File: src/rtl/ysyx_22040895_ifetch.sv
// Instruction-fetch bus master: one read per PC, picks 32-bit half of 64-bit beat, hands it to the IFU.
// Latency: pc accept -> inst_valid_o in 3 cycles best case (1 cycle for misaligned PC).
// Backpressure: pc_ready_o only in IDLE; request held until req_ready_i; instruction held until inst_ready_i.
module ysyx_22040895_ifetch #(
    parameter int ADDR_W = 64,
    parameter int DATA_W = 64,
    parameter int INST_W = 32
) (
    input  logic              clk,
    input  logic              rst,
    input  logic              pc_valid_i,
    input  logic [ADDR_W-1:0] pc_i,
    output logic              pc_ready_o,
    input  logic              redirect_i,
    output logic              req_valid_o,
    input  logic              req_ready_i,
    output logic [ADDR_W-1:0] req_addr_o,
    input  logic              resp_valid_i,
    input  logic [DATA_W-1:0] resp_data_i,
    input  logic              resp_err_i,
    output logic              inst_valid_o,
    input  logic              inst_ready_i,
    output logic [INST_W-1:0] inst_o,
    output logic [ADDR_W-1:0] inst_pc_o,
    output logic [1:0]        fault_o
);

    typedef enum logic [1:0] {
        IDLE = 2'd0,
        REQ  = 2'd1,
        WAIT = 2'd2,
        HOLD = 2'd3
    } state_t;

    localparam logic [1:0] FAULT_OK    = 2'b00;
    localparam logic [1:0] FAULT_ALIGN = 2'b01;
    localparam logic [1:0] FAULT_BUS   = 2'b10;

    state_t             state_q, state_d;
    logic               kill_q, kill_d;
    logic [ADDR_W-1:0]  pc_q, pc_d;
    logic [ADDR_W-1:0]  addr_q, addr_d;
    logic [INST_W-1:0]  inst_q, inst_d;
    logic [1:0]         fault_q, fault_d;
    logic [INST_W-1:0]  resp_inst;

    // pc[2] chooses which instruction of the two-instruction beat is ours.
    assign resp_inst = pc_q[2] ? resp_data_i[INST_W +: INST_W] : resp_data_i[0 +: INST_W];

    always_ff @(posedge clk) begin
        if (!rst) begin
            state_q <= IDLE;
            kill_q  <= 1'b0;
            pc_q    <= '0;
            addr_q  <= '0;
            inst_q  <= '0;
            fault_q <= FAULT_OK;
        end else begin
            state_q <= state_d;
            kill_q  <= kill_d;
            pc_q    <= pc_d;
            addr_q  <= addr_d;
            inst_q  <= inst_d;
            fault_q <= fault_d;
        end
    end

    always_comb begin
        state_d = state_q;
        kill_d  = kill_q;
        pc_d    = pc_q;
        addr_d  = addr_q;
        inst_d  = inst_q;
        fault_d = fault_q;
        unique case (state_q)
            IDLE: begin
                if (pc_valid_i && !redirect_i) begin
                    pc_d   = pc_i;
                    addr_d = {pc_i[ADDR_W-1:3], 3'b000};
                    if (pc_i[1:0] != 2'b00) begin
                        inst_d  = '0;
                        fault_d = FAULT_ALIGN;
                        state_d = HOLD;
                    end else begin
                        state_d = REQ;
                    end
                end
            end
            REQ: begin
                // A request already on the bus cannot be withdrawn; remember to drop its data.
                if (redirect_i) begin
                    kill_d = 1'b1;
                end
                if (req_ready_i) begin
                    state_d = WAIT;
                end
            end
            WAIT: begin
                if (resp_valid_i) begin
                    kill_d  = 1'b0;
                    state_d = IDLE;
                    if (!kill_q && !redirect_i) begin
                        inst_d  = resp_err_i ? '0 : resp_inst;
                        fault_d = resp_err_i ? FAULT_BUS : FAULT_OK;
                        state_d = HOLD;
                    end
                end else if (redirect_i) begin
                    kill_d = 1'b1;
                end
            end
            HOLD: begin
                // Redirect wins over a same-cycle consume; the core flushes that instruction.
                if (redirect_i || inst_ready_i) begin
                    state_d = IDLE;
                end
            end
            default: begin
                state_d = IDLE;
                kill_d  = 1'b0;
            end
        endcase
    end

    assign pc_ready_o   = (state_q == IDLE);
    assign req_valid_o  = (state_q == REQ);
    assign inst_valid_o = (state_q == HOLD);
    assign req_addr_o   = addr_q;
    assign inst_o       = inst_q;
    assign inst_pc_o    = pc_q;
    assign fault_o      = fault_q;

endmodule

File: config.mk
export PLATFORM = sky130hd
export DESIGN_NAME = ysyx_22040895_ifetch
export DESIGN_NICKNAME = d
export VERILOG_FILES = /design/src/rtl/ysyx_22040895_ifetch.sv
export SDC_FILE = /design/constraint.sdc
export NUM_CORES = 1
export LEC_CHECK = 0
export BUFFER_PORTS_ARGS = -buffer_cell sky130_fd_sc_hd__buf_4
export CAP_MARGIN = 20
export CORE_AREA = 2 2 118 120
export DETAILED_ROUTE_END_ITERATION = 12
export DIE_AREA = 0 0 120 122
export GPL_ROUTABILITY_DRIVEN = 0
export HOLD_SLACK_MARGIN = 0.08
export PLACE_DENSITY = 0.69
export SYNTH_ARGS = -nofsm -noshare
export SYNTH_HDL_FRONTEND = slang
export SYNTH_SLANG_ARGS = --single-unit
File: constraint.sdc
create_clock -name clk -period 4.1 [get_ports clk]
set_input_delay 0.205 -clock clk [delete_from_list [all_inputs] [get_ports clk]]
set_output_delay 0.205 -clock clk [all_outputs]
set_load 0.02 [all_outputs]
* Word level (Yosys, flattened, before mapping)
Index checks and enable logic that the tools add are counted.
** Operators by class
- Equality and inequality tests :: 9
- Multiplexer cells :: 23
- Reduce and logical (&&, ||, !) cells :: 12
** Operator list (count)
- 2-to-1 mux 32 bit :: 6
- case mux 32 bit (2 select lines) :: 1
- 2-to-1 mux 2 bit :: 11
- inequality test 2 x 1 -> 1 bit, second input constant :: 4
- case mux 2 bit (4 select lines) :: 1
- nonzero test 2 bit :: 3
- AND reduction 5 bit :: 1
- equality test 2 bit, second input constant :: 2
- inequality test 2 bit, second input constant :: 2
- case mux 2 bit (2 select lines) :: 1
- AND reduction 4 bit :: 1
- equality test 2 x 1 -> 1 bit, second input constant :: 1
- logical AND 1 bit :: 2
- logical NOT 1 bit :: 2
- logical NOT 2 bit :: 1
- 2-to-1 mux 1 bit :: 2
- case mux 1 bit (2 select lines) :: 1
- AND reduction 2 bit :: 1
- logical OR 1 bit :: 1
** Word-level totals
- Register bits after elaboration :: 162
- Input bits :: 136
- Output and inout bits :: 165
- Word-level logic and storage cells :: 50

* Logic depth before layout (Yosys ltp)
- Depth in word-level cells :: 5
- Mapped depth :: 8
- Depth with buffers taken out :: 6

* Worst setup path before layout
Ideal clock, no wire load.
- Path type :: register -> register
- Start :: register state_q[0]
- End :: register pc_q[0], in the netlist inst_pc_o[0]
- Library setup time :: 0.132 ns
- Data arrival time :: 1.639 ns
- Required time :: 3.968 ns
- Slack :: 2.329 ns
- Cell stages (with the launch flop) :: 9
- Clock period less this slack :: 1.771 ns
- Cell sequence :: dfxtp_1 > inv_1 > ha_1 > inv_1 > or2_2 > buf_4 > buf_6 > nand2_1 > a21oi_2
** Between the ends
- Cells in the longest elaborated chain, start to end :: 2
** Ends and longest elaborated chain
- from (decl) :: line 39 : state_t state_q, state_d;
- from (signal assigned) :: line 59 : state_q <= state_d;
- logical NOT 2 bit
- net pc_ready_o :: line 13 : output logic pc_ready_o,
- AND reduction 2 bit (no source line)
- to (signal assigned) :: line 61 : pc_q <= pc_d;
- to (decl) :: line 41 : logic [ADDR_W-1:0] pc_q, pc_d;
The timed path passes the listed nets, and every way through them passes these cells.
A chain may end at the register's enable or synchronous reset.

* Final worst setup path
- Start :: register state_q[0]
- End :: register inst_q[23], in the netlist inst_o[23]
** Between the ends
- Cells in the longest elaborated chain, start to end :: 3
- Elaborated cells between the ends (all ways) :: 9
- Those cells by class :: eq/ne: 5; mux: 1; reduce/logical: 3
** Ends and longest elaborated chain
- equality test 2 bit / logical NOT 2 bit (equally long branches) :: line 75 : unique case (state_q)
- inequality test 2 bit (no source line), or another cell as far along
- AND reduction 5 bit (no source line)
- to (signal assigned) :: line 63 : inst_q <= inst_d;
- to (decl) :: line 43 : logic [INST_W-1:0] inst_q, inst_d;
Several ways; a longest one is shown, not always the timed one.

==> results.json <==
{
  "final_area_sq_mm": 0.00688,
  "crit_path_end_kind": "flip-flop",
  "seq_power_share_pct": 35.2,
  "fmax_mhz": 440,
  "dieArea_sq_mm": 0.0146,
  "nNetsFinal": 921,
  "status": "complete, no violations",
  "critPathMaxStageDelay_ps": 480,
  "ys_ff_latch": 101,
  "avgSynthCellArea_sq_um": 8.54,
  "start_util_pct": 35.5,
  "switching_share_pct": 35.2,
  "relSlewSlack_pct": 55.3,
  "pwr-share-comb_pct": 39.1,
  "ir_worst_vdd_mv": 0.247,
  "syn_area_sq_mm": 0.00479,
  "place_area_sq_mm": 0.00658,
  "root_buffer": "clkbuf_16",
  "finalSetupViolCount": 0,
  "wire_per_inst_um": 14.1,
  "core.rowCount": 43,
  "fin_crit_ps": 2270,
  "power_w": 0.00329,
  "cts_inserted_buffers": 9,
  "chipWidth_um": 120,
  "rsz0062_at_grt": "no",
  "synthCells": 561,
  "first_iter_violations": 201,
  "finalHoldViolCount": 0,
  "grtUsageTotal_pct": 17.4,
  "io_buffers": 297,
  "grt-ovfl-total": 0,
  "core_sq_mm": 0.0135,
  "drt-total-wl_um": 13500,
  "maxCapViolCount": 0,
  "ys_seq_area_share_pct": 42.2,
  "area_growth_pct": 43.6,
  "ys_async_sr_fraction_pct": 0,
  "tns_ps": 0,
  "cts_tree": "yes",
  "finClkSkew_ps": 7.13,
  "grt_max_degree": 65,
  "num_vias": 4298,
  "p_leak_nw": 3.24,
  "clk_latency_ps": 340,
  "synth-main-ff-cell": "dfxtp_1",
  "min_path_type": "input pin to flip-flop",
  "cts_buffer_depth": 2,
  "drc_errors": 0,
  "place_ws_ps": 1800,
  "synth_edf_count": 0,
  "cts_hold_buf": 1,
  "fill_cells": 1354,
  "layout-drive-gt1-share_pct": 45.8,
  "antenna_found_initial": 0,
  "slowest_stage": "o21ai_4",
  "ys_warn_count": 0,
  "ant_nets": 0,
  "start_kind": "flip-flop",
  "antenna_cells": 0,
  "ios": 301,
  "powerDensity_mw_per_mm2": 479,
  "timing.final.crit_share_pct": 55.4,
  "viasPerCell": 4.46,
  "crit_path_cell_trace": "inv_1 -> ha_1 -> inv_1 -> nor2_1 -> o21ai_4 -> buf_4 -> mux2i_1",
  "tightest_slew_ps": 668,
  "htreeDepth": 3,
  "cts.clk_slew.worst_paths_ps": 70,
  "cts_num_sinks": 101,
  "cts_resized": 0,
  "arrival_ps": 2540,
  "grt_first_pass_wirelength_um": 20100,
  "critPathRequiredTime_ps": 4360,
  "p_int_w": 0.00213,
  "setup_ws_ps": 1830,
  "die_height_um": 122,
  "drv_slew": 0,
  "cts_setup_buffers": 0,
  "hpwl_um": 10000,
  "path_class": "flip-flop to flip-flop",
  "clockPowerShare_pct": 25.7,
  "cp_common_cell": "inv_1",
  "synth_cell_types": 29,
  "worstPathMaxFanout": 21,
  "drt_first_pass_iters": 4,
  "power.net_switching_w": 0.00116,
  "grt_pass1_vias": 3897
}
[final timing paths]
path | from | endpoint | slack, ps | cells past startpoint
setup / recovery | state_q[0]$_SDFFE_PN0P_ | inst_o[23]$_SDFFE_PN0P_ | 1830 | 7
hold / removal | pc_i[6] | inst_pc_o[6]$_SDFFE_PN0P_ | 100 | 3
setup reg to reg | state_q[0]$_SDFFE_PN0P_ | inst_o[23]$_SDFFE_PN0P_ | 1830 | 7
hold reg to reg | inst_o[9]$_SDFFE_PN0P_ | inst_o[9]$_SDFFE_PN0P_ | 460 | 2
[cells in the final DEF (no fill, tap or decap), types with 3 or more instances in the layout]
cell type,Yosys,final
a21oi_1,63,63
buf_4,65,303
clkbuf_16,0,9
conb_1,1,3
dfxtp_1,101,101
ha_1,6,6
inv_1,5,4
mux2_2,32,32
mux2i_1,34,34
nand2_1,196,196
nor2_1,5,4
[routing by layer]
metal | vias to the layer above | routed length (um) | track usage [%]
li1 | 2176 | - | -
met1 | 1918 | 5630 | 21.1
met2 | 193 | 6540 | 29.3
met3 | 11 | 1220 | 5.29
met4 | 0 | 158 | 5.74
met5 | - | 0 | 0
[kinds of logic (layout without fill, tap and decap cells)]
kind of cell	after synthesis	in the layout	share of synthesized area, %
AND/OR/NAND/NOR	210	210	17.1
buffers and inverters	104	325	15.9
flip-flops	101	101	42.2
AO/OA/AOI/OAI	73	73	8.57
multiplexers	66	66	14.6
adder cells (fa/ha/maj)	6	6	1.57
other	1	3	0.0783
[synthesized netlist by cell type (2+ instances only)]
cell type	n	area (sq um)
inv_1	5	18.8
a311oi_1	2	17.5
ha_1	6	75.1
mux2_2	32	360
mux2i_1	34	340
a21oi_2	2	17.5
buf_6	16	180
clkbuf_1	13	48.8
buf_2	5	25.0
nand2_1	196	736
nor2b_1	2	12.5
buf_4	65	488
a21oi_1	63	315
nor2_1	5	18.8
dfxtp_1	101	2020
[power groups by stage]
stage | combinational (W) | sequential, W | clock [W]
finish | 0.00129 | 0.00116 | 0.000846
global route | 0.00139 | 0.00117 | 0.000919
CTS | 0.00131 | 0.00116 | 0.000876
detailed placement | 0.00130 | 0.00118 | 0
global placement | 0.00130 | 0.00118 | 0
floorplan | 0.000898 | 0.00127 | 0
[per-stage QoR]
stage                     util, %  hold WS (ps)  std cells
after floorplan                 -           320        563
after global placement       48.7           428        947
after detailed placement     48.7           436        947
after CTS                    50.9          90.9        964
after global routing         50.9          92.2        964
final                        50.9           104        964
[worst max-delay path: cells and delay by family, from the launching register on]
kind	cells	cell delay, ps
simple gates	1	80
fa+ha+maj	1	280
flops	1	380
compound gates	1	480
buf+inv	3	720
mux	1	240
[area by class of cell]
cell class / count / area, sq um / share of cell area [%]
Timing Repair Buffer: 304 / 2280 / 33.2
Multi-Input combinational cell: 358 / 2030 / 29.6
Sequential cell: 101 / 2020 / 29.4
Clock buffer: 12 / 246 / 3.58
Tap cell: 180 / 225 / 3.27
Clock inverter: 4 / 47.5 / 0.691
Inverter: 5 / 18.8 / 0.273
[flip-flops by register name, summed over array words and instances (netlist names)]
register,flops
inst_pc_o,63
inst_o,32
fault_o,2
state_q,2
kill_q,1
req_addr_o,1
Note: power is estimated with default switching activity, not from simulation.
